### config.mk
export PLATFORM = sky130hd
export DESIGN_NAME = pulse_stretch
export DESIGN_NICKNAME = d
export VERILOG_FILES = /design/src/rtl/pulse_stretch.sv
export SDC_FILE = /design/constraint.sdc
export NUM_CORES = 1
export LEC_CHECK = 0
export ABC_AREA = 1
export CORE_UTILIZATION = 47
export DETAILED_ROUTE_END_ITERATION = 8
export GPL_TIMING_DRIVEN = 1
export PLACE_DENSITY = 0.73
export SYNTH_ARGS = -nofsm -noshare
export SYNTH_HDL_FRONTEND = slang
export SYNTH_SLANG_ARGS = --single-unit
### constraint.sdc
create_clock -name clk_op -period 1.4 [get_ports clk_op]
set_clock_uncertainty 0.05 [all_clocks]
set_input_delay 0.28 -clock clk_op [delete_from_list [all_inputs] [get_ports clk_op]]
set_output_delay 0.28 -clock clk_op [all_outputs]
set_load 0.01 [all_outputs]
### src/rtl/pulse_stretch.sv
// Stretches one-cycle active-low event pulses into fixed-length active-low levels
// separated by a minimum gap; busy events either retrigger the hold or are queued.
module pulse_stretch #(
   parameter  int unsigned HOLD_CYCLES = 8,
   parameter  int unsigned GAP_CYCLES  = 2,
   parameter  int unsigned PEND_MAX    = 3,
   localparam int unsigned PEND_W      = $clog2(PEND_MAX + 1)
) (
   input  logic              clk_op,
   input  logic              reset_n,
   input  logic              pulse_n,
   input  logic              retrigger,
   input  logic              ovf_clr_n,
   output logic              signal_stretched_n,
   output logic              busy,
   output logic [PEND_W-1:0] pending,
   output logic              overflow
);

   localparam int unsigned CNT_MAX = (HOLD_CYCLES > GAP_CYCLES) ? HOLD_CYCLES : GAP_CYCLES;
   localparam int unsigned CNT_W   = (CNT_MAX > 1) ? $clog2(CNT_MAX + 1) : 1;

   localparam logic [CNT_W-1:0]  HOLD_LOAD = CNT_W'(HOLD_CYCLES - 1);
   localparam logic [CNT_W-1:0]  GAP_LOAD  = CNT_W'(GAP_CYCLES - 1);
   localparam logic [PEND_W-1:0] PEND_FULL = PEND_W'(PEND_MAX);

   typedef enum logic [1:0] {
      IDLE,
      HOLD,
      GAP
   } state_e;

   state_e            state_q, state_d;
   logic [CNT_W-1:0]  cnt_q, cnt_d;
   logic [PEND_W-1:0] pend_q, pend_d;
   logic              ovf_q, ovf_d;
   logic              out_n_q, out_n_d;
   logic              busy_q, busy_d;

   logic ev;
   logic queue;
   logic consume;

   assign ev = ~pulse_n;

   always_ff @(posedge clk_op or negedge reset_n) begin
      if (!reset_n) begin
         state_q <= IDLE;
         cnt_q   <= '0;
         pend_q  <= '0;
         ovf_q   <= 1'b0;
         out_n_q <= 1'b1;
         busy_q  <= 1'b0;
      end else begin
         state_q <= state_d;
         cnt_q   <= cnt_d;
         pend_q  <= pend_d;
         ovf_q   <= ovf_d;
         out_n_q <= out_n_d;
         busy_q  <= busy_d;
      end
   end

   always_comb begin
      state_d = state_q;
      cnt_d   = cnt_q;
      queue   = 1'b0;
      consume = 1'b0;
      case (state_q)
         IDLE: begin
            if (ev) begin
               state_d = HOLD;
               cnt_d   = HOLD_LOAD;
            end
         end
         HOLD: begin
            if (ev && retrigger) begin
               cnt_d = HOLD_LOAD;
            end else begin
               queue = ev;
               if (cnt_q == '0) begin
                  state_d = GAP;
                  cnt_d   = GAP_LOAD;
               end else begin
                  cnt_d = cnt_q - 1'b1;
               end
            end
         end
         GAP: begin
            if (cnt_q == '0) begin
               if (pend_q != '0) begin
                  state_d = HOLD;
                  cnt_d   = HOLD_LOAD;
                  consume = 1'b1;
                  queue   = ev;
               end else if (ev) begin
                  // fresh event on the last gap cycle bypasses the queue entirely
                  state_d = HOLD;
                  cnt_d   = HOLD_LOAD;
               end else begin
                  state_d = IDLE;
               end
            end else begin
               cnt_d = cnt_q - 1'b1;
               queue = ev;
            end
         end
         default: begin
            state_d = IDLE;
            cnt_d   = '0;
         end
      endcase
   end

   // queue bookkeeping; a queued event paired with a consume leaves the count as is
   always_comb begin
      pend_d = pend_q;
      ovf_d  = ovf_q & ovf_clr_n;
      if (queue && !consume) begin
         if (pend_q == PEND_FULL) begin
            ovf_d = 1'b1;
         end else begin
            pend_d = pend_q + 1'b1;
         end
      end else if (consume && !queue) begin
         pend_d = pend_q - 1'b1;
      end
   end

   always_comb begin
      out_n_d = (state_q != HOLD);
      busy_d  = (state_q != IDLE);
   end

   assign signal_stretched_n = out_n_q;
   assign busy               = busy_q;
   assign pending            = pend_q;
   assign overflow           = ovf_q;

endmodule
After elaboration in Yosys (flattened, before gate mapping)
Cells that the tools add are included.
{ "totals": {"ff_bits": 11, "in_bits": 5, "elab_cells": 57} }
{ "classes": {"add_sub_neg": 3, "n_eq_ne": 9, "muxes": 25, "n_bitwise": 2, "reduce_logical": 12} }
{ "op_table": {"columns": ["cell", "n"], "rows": [
  ["2-to-1 mux 4 bit", 5],
  ["2-to-1 mux 2 bit", 7],
  ["case mux 4 bit (3 select lines)", 1],
  ["2-to-1 mux 1 bit", 10],
  ["!= test 2 bit (second input constant)", 5],
  ["case mux 2 bit (3 select lines)", 1],
  ["nonzero test 2 bit", 3],
  ["equality test 2 bit (second input constant)", 2],
  ["logical NOT 4 bit", 1],
  ["AND reduction 4 bit", 1],
  ["subtractor 4 x 1 -> 4 bit (second input constant)", 1],
  ["logical AND 1 bit", 3],
  ["adder 2 x 1 -> 2 bit (second input constant)", 1],
  ["equality test 2 x 1 -> 1 bit (second input constant)", 1],
  ["logical NOT 1 bit", 2],
  ["logical NOT 2 bit", 1],
  ["!= test 2 x 1 -> 1 bit (second input constant)", 1],
  ["case mux 1 bit (2 select lines)", 1],
  ["AND reduction 2 bit", 1],
  ["subtractor 2 x 1 -> 2 bit (second input constant)", 1],
  ["bitwise AND 1 bit", 1],
  ["NOT 1 bit", 1]
]} }

Logic depth before layout (Yosys ltp)
Gate-level depths: netlist (run 1).
{ "logic_depth": {"word_depth": 8, "depth_mapped": 8, "depth_no_buf": 8} }

Worst setup path after synthesis (run 1)
No wires, ideal clock.
{ "synth_timing": {"path_kind": "flip-flop to flip-flop", "startpoint": "register state_q[0]", "endpoint": "register state_q[0]", "setup_time_ps": 127, "t_arrival_ps": 1132, "slack_ps": 91, "stages_incl_launch_ff": 9, "synth_period_minus_slack_ps": 1309, "path_cell_list": "dfrtp_1 inv_1 ha_1 inv_1 nand2_1 nand2_1 o211ai_2 nand2_1 o21ai_1"} }
{ "synth_via": {"elab_chain_cells": 3, "elab_cells_between_ends": 9, "cone_classes": "eq/ne (6); mux (1); reduce/logical (2)"} }
{ "synth_rtl": {"columns": ["element", "line_no", "rtl"], "rows": [
  ["start: declaration", "33", "state_e state_q, state_d;"],
  ["start signal: assignment", "55", "state_q <= state_d;"],
  ["equality test 2 x 1 -> 1 bit, or another cell as far along", "69", "case (state_q)"],
  ["!= test 2 bit (no line)", null, null],
  ["AND reduction 4 bit (no line)", null, null]
]} }
Parallel ways exist; a longest one is shown, timed or not.
A chain may end at the register's enable or synchronous reset.

Worst setup path after layout (run 1)
{ "layout_timing": {"startpoint": "register state_q[1]", "endpoint": "register cnt_q[0]"} }
{ "layout_via": {"elab_chain_cells": 2, "elab_cells_between_ends": 4, "cone_classes": "eq/ne (2); mux (1); reduce/logical (1)"} }
{ "layout_rtl": {"columns": ["element", "line_no", "rtl"], "rows": [
  ["equality test 2 bit, or another cell as far along", "69", null],
  ["case mux 4 bit (3 select lines) *", "69", null],
  ["via cnt_d[0]", "34", "logic [CNT_W-1:0] cnt_q, cnt_d;"],
  ["end signal: assignment", "56", "cnt_q <= cnt_d;"],
  ["end: declaration", "34", null]
]} }
Mark *: on every way through the listed nets, which the timed path passes. The rest lies on a longest branch.

==> results by stage, run 1 <==
Finish:
- The final design instance area without fill is between 1000 and 1500 um^2.
- The multi-input logic area is between 400 and 500 um^2.
- The layout net count is 144.
- The layout cell share with drive strength beyond 1 is 36.36%.
- The area added between synthesis and finish is 51.88%.
- The count of cells in the finished layout, fillers not included, comes to around 150.
- The number of diodes added for antenna fixing is 0.
- The register cell area after layout is roughly 280 um^2.
- The filler cell count is just over 90.

Critical path:
- In this run the critical register-to-register path is launched from state_q[1]$_DFFE_PN0P_.
- The data required time at the worst endpoint is ~1.5 ns.
- The worst setup path is launched from a register.
- STA classifies the critical path endpoint as a register.
- The number of cells on the worst reg-to-reg path is 7.
- The setup slack of the worst register-to-register path is 0.01 ns.
- The critical register-to-register path endpoint is cnt_q[0]$_DFF_PN0_.
- Data on the critical path arrives at its endpoint at around 1.5 ns.
- The worst setup path is of the register to register kind.
- Along the worst path, the maximum fanout reaches 3.

Run:
- Max-cap violations in this run came to 0.

Drt:
- After detailed routing, the number of remaining DRC violations is 0.
- Across all layers, the routed design uses 780 vias.
- The routed wire length is between 2000 and 2500 um.
- The average detailed-routed wire length per instance is between 10 and 15 um.
- The detailed-router iteration count before antenna repair is 6.
- The iteration-0 DRC count of the detailed router is 38.
- The count of antenna-violating nets left after detailed routing is 0.
- The number of vias per cell after detailed routing is between 5 and 6.

Min path:
- The type of the worst min-delay path is primary input to async pin.

Synth:
- After synthesis, the cell types taking the most area are sky130_fd_sc_hd__dfrtp_1 (34%), sky130_fd_sc_hd__nand2_1 (11%), sky130_fd_sc_hd__ha_1 (10%).
- The synthesized netlist net count is 110.
- Synthesis produced a netlist whose cell count is 99.
- The main combinational cell family by area after synthesis is simple AND/OR/NAND/NOR gates.
- The cell area after technology mapping is roughly 730 um^2.
- Counting flops with a built-in enable in the synthesized netlist gives 0.
- The area share of the leading cell type in the synthesized netlist is between 30% and 40%.
- A synthesized cell averages between 7 and 8 um^2.
- sky130_fd_sc_hd__nand2_1 is the most common cell in the netlist.
- The number of distinct library cells after synthesis is 20.
- In this run, synthesis produced a sequential element count of 11.
- By count the netlist is led by sky130_fd_sc_hd__nand2_1 (22), sky130_fd_sc_hd__inv_1 (16), sky130_fd_sc_hd__nor2_1 (11), sky130_fd_sc_hd__dfrtp_1 (10).
- The Yosys step of the flow raised 0 warnings.
- The sequential element share of the synthesized area is ~38%.
- In the synthesized netlist the dominant register cell turns out to be sky130_fd_sc_hd__dfrtp_1.
- The portion of synthesized area spent on multiplexers is 0%.
- The synthesized netlist devotes between 30% and 40% of its cell area to simple gates.
- Counting flops with an async set or reset pin after synthesis yields a share of 100.0%.
- The XOR/XNOR share of the synthesized area is roughly 1.2%.
- Summing the areas of all fa, ha and maj instances in the mapped netlist gives between 10% and 20% of the synthesized area.
- The synthesized netlist devotes 9.898% of its cell area to compound gates.
- The synthesized design spends more area on one cell type than any other, namely sky130_fd_sc_hd__dfrtp_1.

Die:
- The placeable core region is ~1400 um^2.
- The vertical die dimension is around 41 um.
- The die covers 1722 um^2.
- The standard-cell row count is 13.
- The effective utilization at floorplan is between 50% and 60%.
- The die is 41.50 um wide.
- The I/O pin count is 10.

GRT:
- Entering global routing, the biggest net connects 12 pins.
- For this run, the total global-route usage over all layers was measured as a little over a fifth.
- The number of antenna violations at the first check in global routing is 0.
- The first-pass GRT wire length is 2815 um.
- The via count of the first global-routing pass is roughly 700.
- Global routing finished with a remaining overflow of 0.

STA:
- The count of final max-slew check failures is 0.
- At the pin with the least slew margin, the transition time is 0.2476 ns.
- The hold violation count in the final report is 0.
- The tightest hold path in the finished design has a slack of between 0.2 and 0.3 ns.
- Dividing the final minimum period by the clock period gives a little over nine tenths.
- Derived from the worst setup path, the maximum achievable clock frequency is about 0.72 GHz.
- The post-route minimum period is ~1.4 ns.
- Setup violations remaining at the end of the flow were counted as 0.
- The worst slew margin relative to its limit is a little over four fifths.
- The setup TNS is 0 ns.
- Setup repair after global routing could not meet its margin everywhere.

Clock tree:
- For this design, the sink count on the clock tree is 11.
- The clock root buffer master is sky130_fd_sc_hd__clkbuf_4.
- The clock buffer count from CTS is 3.
- The maximum count of clock buffers along a single path is 2.
- The maximum level of the CTS H-tree is 1.
- The later pin in the worst-skew pair is clocked with a latency of 0.28 ns.
- Clock-pin slew was measured on the worst setup and hold paths at ~0.070 ns.
- The CTS tree is built.

Status:
- The flow ran to the end, and the final reports show no timing, DRC or antenna violations.

Pwr:
- Power comes to 0.002633 W.
- The peak supply drop is roughly 1.5 mV.
- The static leakage is roughly 0.55 nW.
- In this run the power density over the cells is about 2400 nW/um^2.

Placement:
- Input and output buffers added on the ports amount to 9.
- The global placer's final weighted congestion is roughly 0.87.
- Including well taps, the total number of placed cells is 137.
- The post-detailed-placement half-perimeter wirelength is 1256 um.
- The placed instance area is around 950 um^2.
layout by cell type, fill, tap and decap left out, types with 5 or more instances in the layout:
master,instances
sky130_fd_sc_hd__buf_4,17
sky130_fd_sc_hd__dfrtp_1,10
sky130_fd_sc_hd__ha_4,5
sky130_fd_sc_hd__inv_1,11
sky130_fd_sc_hd__inv_2,5
sky130_fd_sc_hd__nand2_1,20
sky130_fd_sc_hd__nand3_1,6
sky130_fd_sc_hd__nor2_1,10
sky130_fd_sc_hd__o21ai_0,5
how the worst max path moves through the flow:
stage	start	end	slack (ns)
finish	state_q[1]$_DFFE_PN0P_	cnt_q[0]$_DFF_PN0_	0.01
global placement	pulse_n	cnt_q[2]$_DFF_PN0_	-0.12
CTS	state_q[0]$_DFFE_PN0P_	pending[0]$_DFFE_PN0P_	0.001
floorplan	state_q[0]$_DFFE_PN0P_	state_q[0]$_DFFE_PN0P_	0.09
detailed placement	pulse_n	cnt_q[2]$_DFF_PN0_	-0.14
global route	state_q[1]$_DFFE_PN0P_	cnt_q[0]$_DFF_PN0_	-0.07
kinds of logic after synthesis:
group                      after synthesis
adders and majority gates                6
DFF                                     11
AOI/OAI and AO/OA                       13
xor gates and xnor gates                 1
buffers and inverters                   17
and+or+nand+nor                         51
worst max-delay path: stages, from the launching register on:
cell and delay [ns]:
sky130_fd_sc_hd__dfrtp_1 0.44, sky130_fd_sc_hd__inv_2 0.10, sky130_fd_sc_hd__ha_4 0.19, sky130_fd_sc_hd__inv_4 0.06
sky130_fd_sc_hd__buf_6 0.10, sky130_fd_sc_hd__nand3_1 0.08, sky130_fd_sc_hd__o21ai_0 0.19, sky130_fd_sc_hd__nor2_1 0.06
per-stage QoR:
step	util [%]	worst slack (ns)
2_1_floorplan	-	0.09150
3_3_place_gp	68.51	-0.1247
3_5_place_dp	68.51	-0.1435
4_1_cts	71.67	0.001284
5_1_grt	80.54	-0.06602
6_report	80.54	0.01429
layout make-up:
type                            instances  share of cell area [%]
Multi-Input combinational cell         71                   42.92
Clock inverter                          1                  0.4494
Tap cell                               15                   1.685
Clock buffer                            3                   2.022
Sequential cell                        11                   24.83
Timing Repair Buffer                   29                   22.13
Inverter                               17                   5.955
state kept, by name, indices dropped and copies added, names as in the netlist:
signal              flops
cnt_q                   4
pending                 2
state_q                 2
busy                    1
overflow                1
signal_stretched_n      1
timing repair:
item,4_1_cts,5_1_grt
hold endpoints to repair,0,0
hold buffers,0,0
buffers inserted,2,4
pin swaps,0,10
endpoints found under the setup margin,9,10
gates resized for setup,9,23
power breakdown:
group	internal (W)	total (W)	switching, W	leakage (nW)
logic	0.000861	0.00183	0.000968	0.403
registers	0.000477	0.000585	0.000108	0.132
clock network	0.000106	0.000219	0.000113	0.0177
layer usage:
metal / GRT usage (%) / vias to the layer above / routed length, um
met3: 8.696 / 8 / 119
met2: 32.81 / 31 / 1047
li1: - / 385 / -
met5: 0 / - / 0
met1: 26.39 / 356 / 877
met4: 6.452 / 0 / 46
(Power assumes the default switching activity.)
==> run 2: changes to the inputs <==
SKIP_LAST_GASP = 1   (was unset)
==> run 2 against run 1 <==
Setup slack got worse by 0.0027 ns. Count of clock-buffer cells in the layout unchanged. Clock power is 2% higher.
==> results by stage, run 2 (same netlist as run 1, synthesis figures left out) <==
Status:
- Status: finished, final reports clean (unchanged).

Drt:
- The number of vias per cell after detailed routing is 5.374 (was 5.306).
- The detailed-router iteration count before antenna repair is 4 (was 6).
- The routed wire length is 1942 um (was 2091 um).
- The iteration-0 DRC count of the detailed router is 22 (was 38).
- The count of antenna-violating nets left after detailed routing is 0 (unchanged).
- The average detailed-routed wire length per instance was 13.21 um (was 14.22 um).
- The remaining design rule violation count is 0 (unchanged).
- The total number of vias came to 790 (was 780).

STA:
- The final-report setup violation count is 0 (unchanged).
- The post-route minimum period is 1.388 ns (was 1.386 ns).
- The hold violation count in the final report is 0 (unchanged).
- The achievable frequency is 0.7202 GHz (was 0.7217 GHz).
- The share of the clock period used by the worst path is 99.17% (was 98.98%).
- The worst slew margin relative to its limit is 84.70% (was 83.45%).
- The transition time of the tightest slew-check pin is 0.2288 ns (was 0.2476 ns).
- The setup TNS is 0 ns (unchanged).
- The count of final max-slew check failures was 0 (unchanged).
- Unrepaired setup endpoints after global routing: yes (unchanged).
- The minimum setup slack in the final design is 0.01155 ns (was 0.01429 ns).

Pwr:
- The peak supply drop is 1.492 mV (was 1.465 mV).
- The static leakage came to 0.5527 nW (unchanged).
- The power density over cell area came to 2334 nW/um^2 (was 2365 nW/um^2).

GRT:
- The pin count of the biggest net entering global routing is 12 (unchanged).
- The total routing resource utilization after global routing is 21.10% (was 21.00%).
- The final global-route overflow total is 0 (unchanged).
- The first-pass GRT wire length is 2829 um (was 2815 um).
- The via count of the first global-routing pass is 702 (was 699).
- The number of antenna violations at the first check in global routing was 0 (unchanged).

Clock tree:
- The maximum count of clock buffers along a single path was 2 (unchanged).
- The hold buffer count at CTS is 0 (unchanged).
- The clock buffer count from CTS is 3 (unchanged).
- The clock root buffer master is sky130_fd_sc_hd__clkbuf_4 (unchanged).
- The number of clock sinks seen by CTS came to 11 (unchanged).
- The post-CTS clock slew at the launch and capture registers of the worst setup and hold paths is 0.07 ns (about the same).
- The CTS tree is built (unchanged).
- The clock latency of the later-clocked register in the worst-skew pair is 0.28 ns (about the same).
- The maximum level of the CTS H-tree was 1 (unchanged).

Placement:
- The number of port buffers is 9 (unchanged).
- The global placer's final weighted congestion came to 0.8666 (unchanged).
- The cell count after placement is 137 (unchanged).
- The placement-stage worst setup slack came to -0.1435 ns (unchanged).
- The post-detailed-placement half-perimeter wirelength came to 1256 um (unchanged).

Finish:
- Commonest cells after routing, fill and taps aside: sky130_fd_sc_hd__nand2_1 (20), sky130_fd_sc_hd__buf_4 (17), sky130_fd_sc_hd__inv_1 (11) (unchanged).
- The number of standard cells in the layout, taps in and fillers out was 147 (unchanged).
- The layout cell share with drive strength beyond 1 is 36.36% (unchanged).
- The end-of-flow core utilization is 80.54% (unchanged).
- The area added between synthesis and finish came to 51.88% (unchanged).
- The number of diodes added for antenna fixing came to 0 (unchanged).
- The register name with the most flops is cnt_q (unchanged).
- The flip-flop count of the largest register after layout was 4 (unchanged).
- The commonest non-fill, non-tap cell in the layout is sky130_fd_sc_hd__nand2_1 (unchanged).
- The layout net count is 144 (unchanged).
- The filler cell count is 89 (was 92).

Critical path:
- The critical path startpoint category is a register (unchanged).
- The largest fanout of any net on the critical path is 3 (unchanged).
- The type of element capturing the critical path is a register (unchanged).
- The data required time at the worst endpoint is 1.52 ns (about the same).
- The worst endpoint data arrival time is 1.51 ns (about the same).
- The category of the most critical setup path is register to register (unchanged).

Die:
- The effective utilization at floorplan is 53.03% (unchanged).
- The die footprint is 1722 um^2 (unchanged).
- The standard-cell row count was 13 (unchanged).
- The I/O pin count is 10 (unchanged).
- The vertical die dimension is 41.50 um (unchanged).
- The placeable core region is 1383 um^2 (unchanged).
- The die outline width is 41.50 um (unchanged).

Min path:
- The type of the worst min-delay path is primary input to async pin (unchanged).

Run:
- The number of max-cap violations is 0 (unchanged).
==> run 2: cell counts in the layout (fill, tap and decap cells not counted) <==
No cell type changed its count.
==> run 2: repair_timing <==
action,4_1_cts,5_1_grt
setup buffers,2,4
resized for setup,8,24
pin swaps,0,10
hold endpoints to repair,0,0
endpoints found under the setup margin,9,10
==> run 2: layout make-up <==
cell class / count / area [um^2] / share of cell area [%]
multi-input combinational: 71 / 478.0 / 42.92
sequential: 11 / 276.5 / 24.83
timing repair buffer: 29 / 246.5 / 22.13
inverter: 17 / 66.31 / 5.955
clock buffer: 3 / 22.52 / 2.022
tap: 15 / 18.77 / 1.685
clock inverter: 1 / 5.005 / 0.4494
==> run 2: worst paths after layout <==
path | depth (start not counted) | endpoint | slack [ns] | start
min in group clk_op | 2 | overflow$_DFF_PN0_ | 0.44 | overflow$_DFF_PN0_
max | 8 | pending[0]$_DFFE_PN0P_ | 0.01 | state_q[0]$_DFFE_PN0P_
max in group asynchronous | 2 | signal_stretched_n$_DFF_PN1_ | 0.83 | reset_n
min reg2reg | 2 | overflow$_DFF_PN0_ | 0.44 | overflow$_DFF_PN0_
max reg2reg | 8 | pending[0]$_DFFE_PN0P_ | 0.01 | state_q[0]$_DFFE_PN0P_
min | 2 | cnt_q[0]$_DFF_PN0_ | 0.24 | reset_n
==> run 2: where the power goes <==
| part | total [W] | leakage (nW) | switching (W) | internal (W) |
|---|---|---|---|---|
| sequential | 0.000586 | 0.132 | 0.000109 | 0.000477 |
| clock | 0.000223 | 0.0177 | 0.000116 | 0.000106 |
| combinational | 0.00179 | 0.403 | 0.000938 | 0.000853 |
==> run 2: routing by layer <==
layer | track usage, % | wire length, um
met1 | 26.67 | 873
met2 | 32.81 | 919
met3 | 8.696 | 125
met4 | 6.452 | 24
met5 | 0 | 0
==> run 2: worst max-delay path, cell delays in order (launching register included) <==
cell and delay, ns:
sky130_fd_sc_hd__dfrtp_1 0.40, sky130_fd_sc_hd__inv_2 0.09, sky130_fd_sc_hd__ha_4 0.15, sky130_fd_sc_hd__buf_6 0.09
sky130_fd_sc_hd__nand4_1 0.15, sky130_fd_sc_hd__nand2_1 0.15, sky130_fd_sc_hd__nand3_1 0.10, sky130_fd_sc_hd__nand2_1 0.07
sky130_fd_sc_hd__nand2_1 0.04
==> run 2: per-stage QoR <==
| stage | hold WS (ns) | instance area, um^2 | power (W) |
|---|---|---|---|
| after floorplan | -0.06559 | 733.2 | 0.001423 |
| after detailed placement | 0.4327 | 947.2 | 0.001969 |
| after global placement | 0.4164 | 947.2 | 0.001939 |
| after CTS | 0.2391 | 988.4 | 0.002214 |
| final | 0.2444 | 1114 | 0.002599 |
| after global routing | 0.2416 | 1114 | 0.002819 |
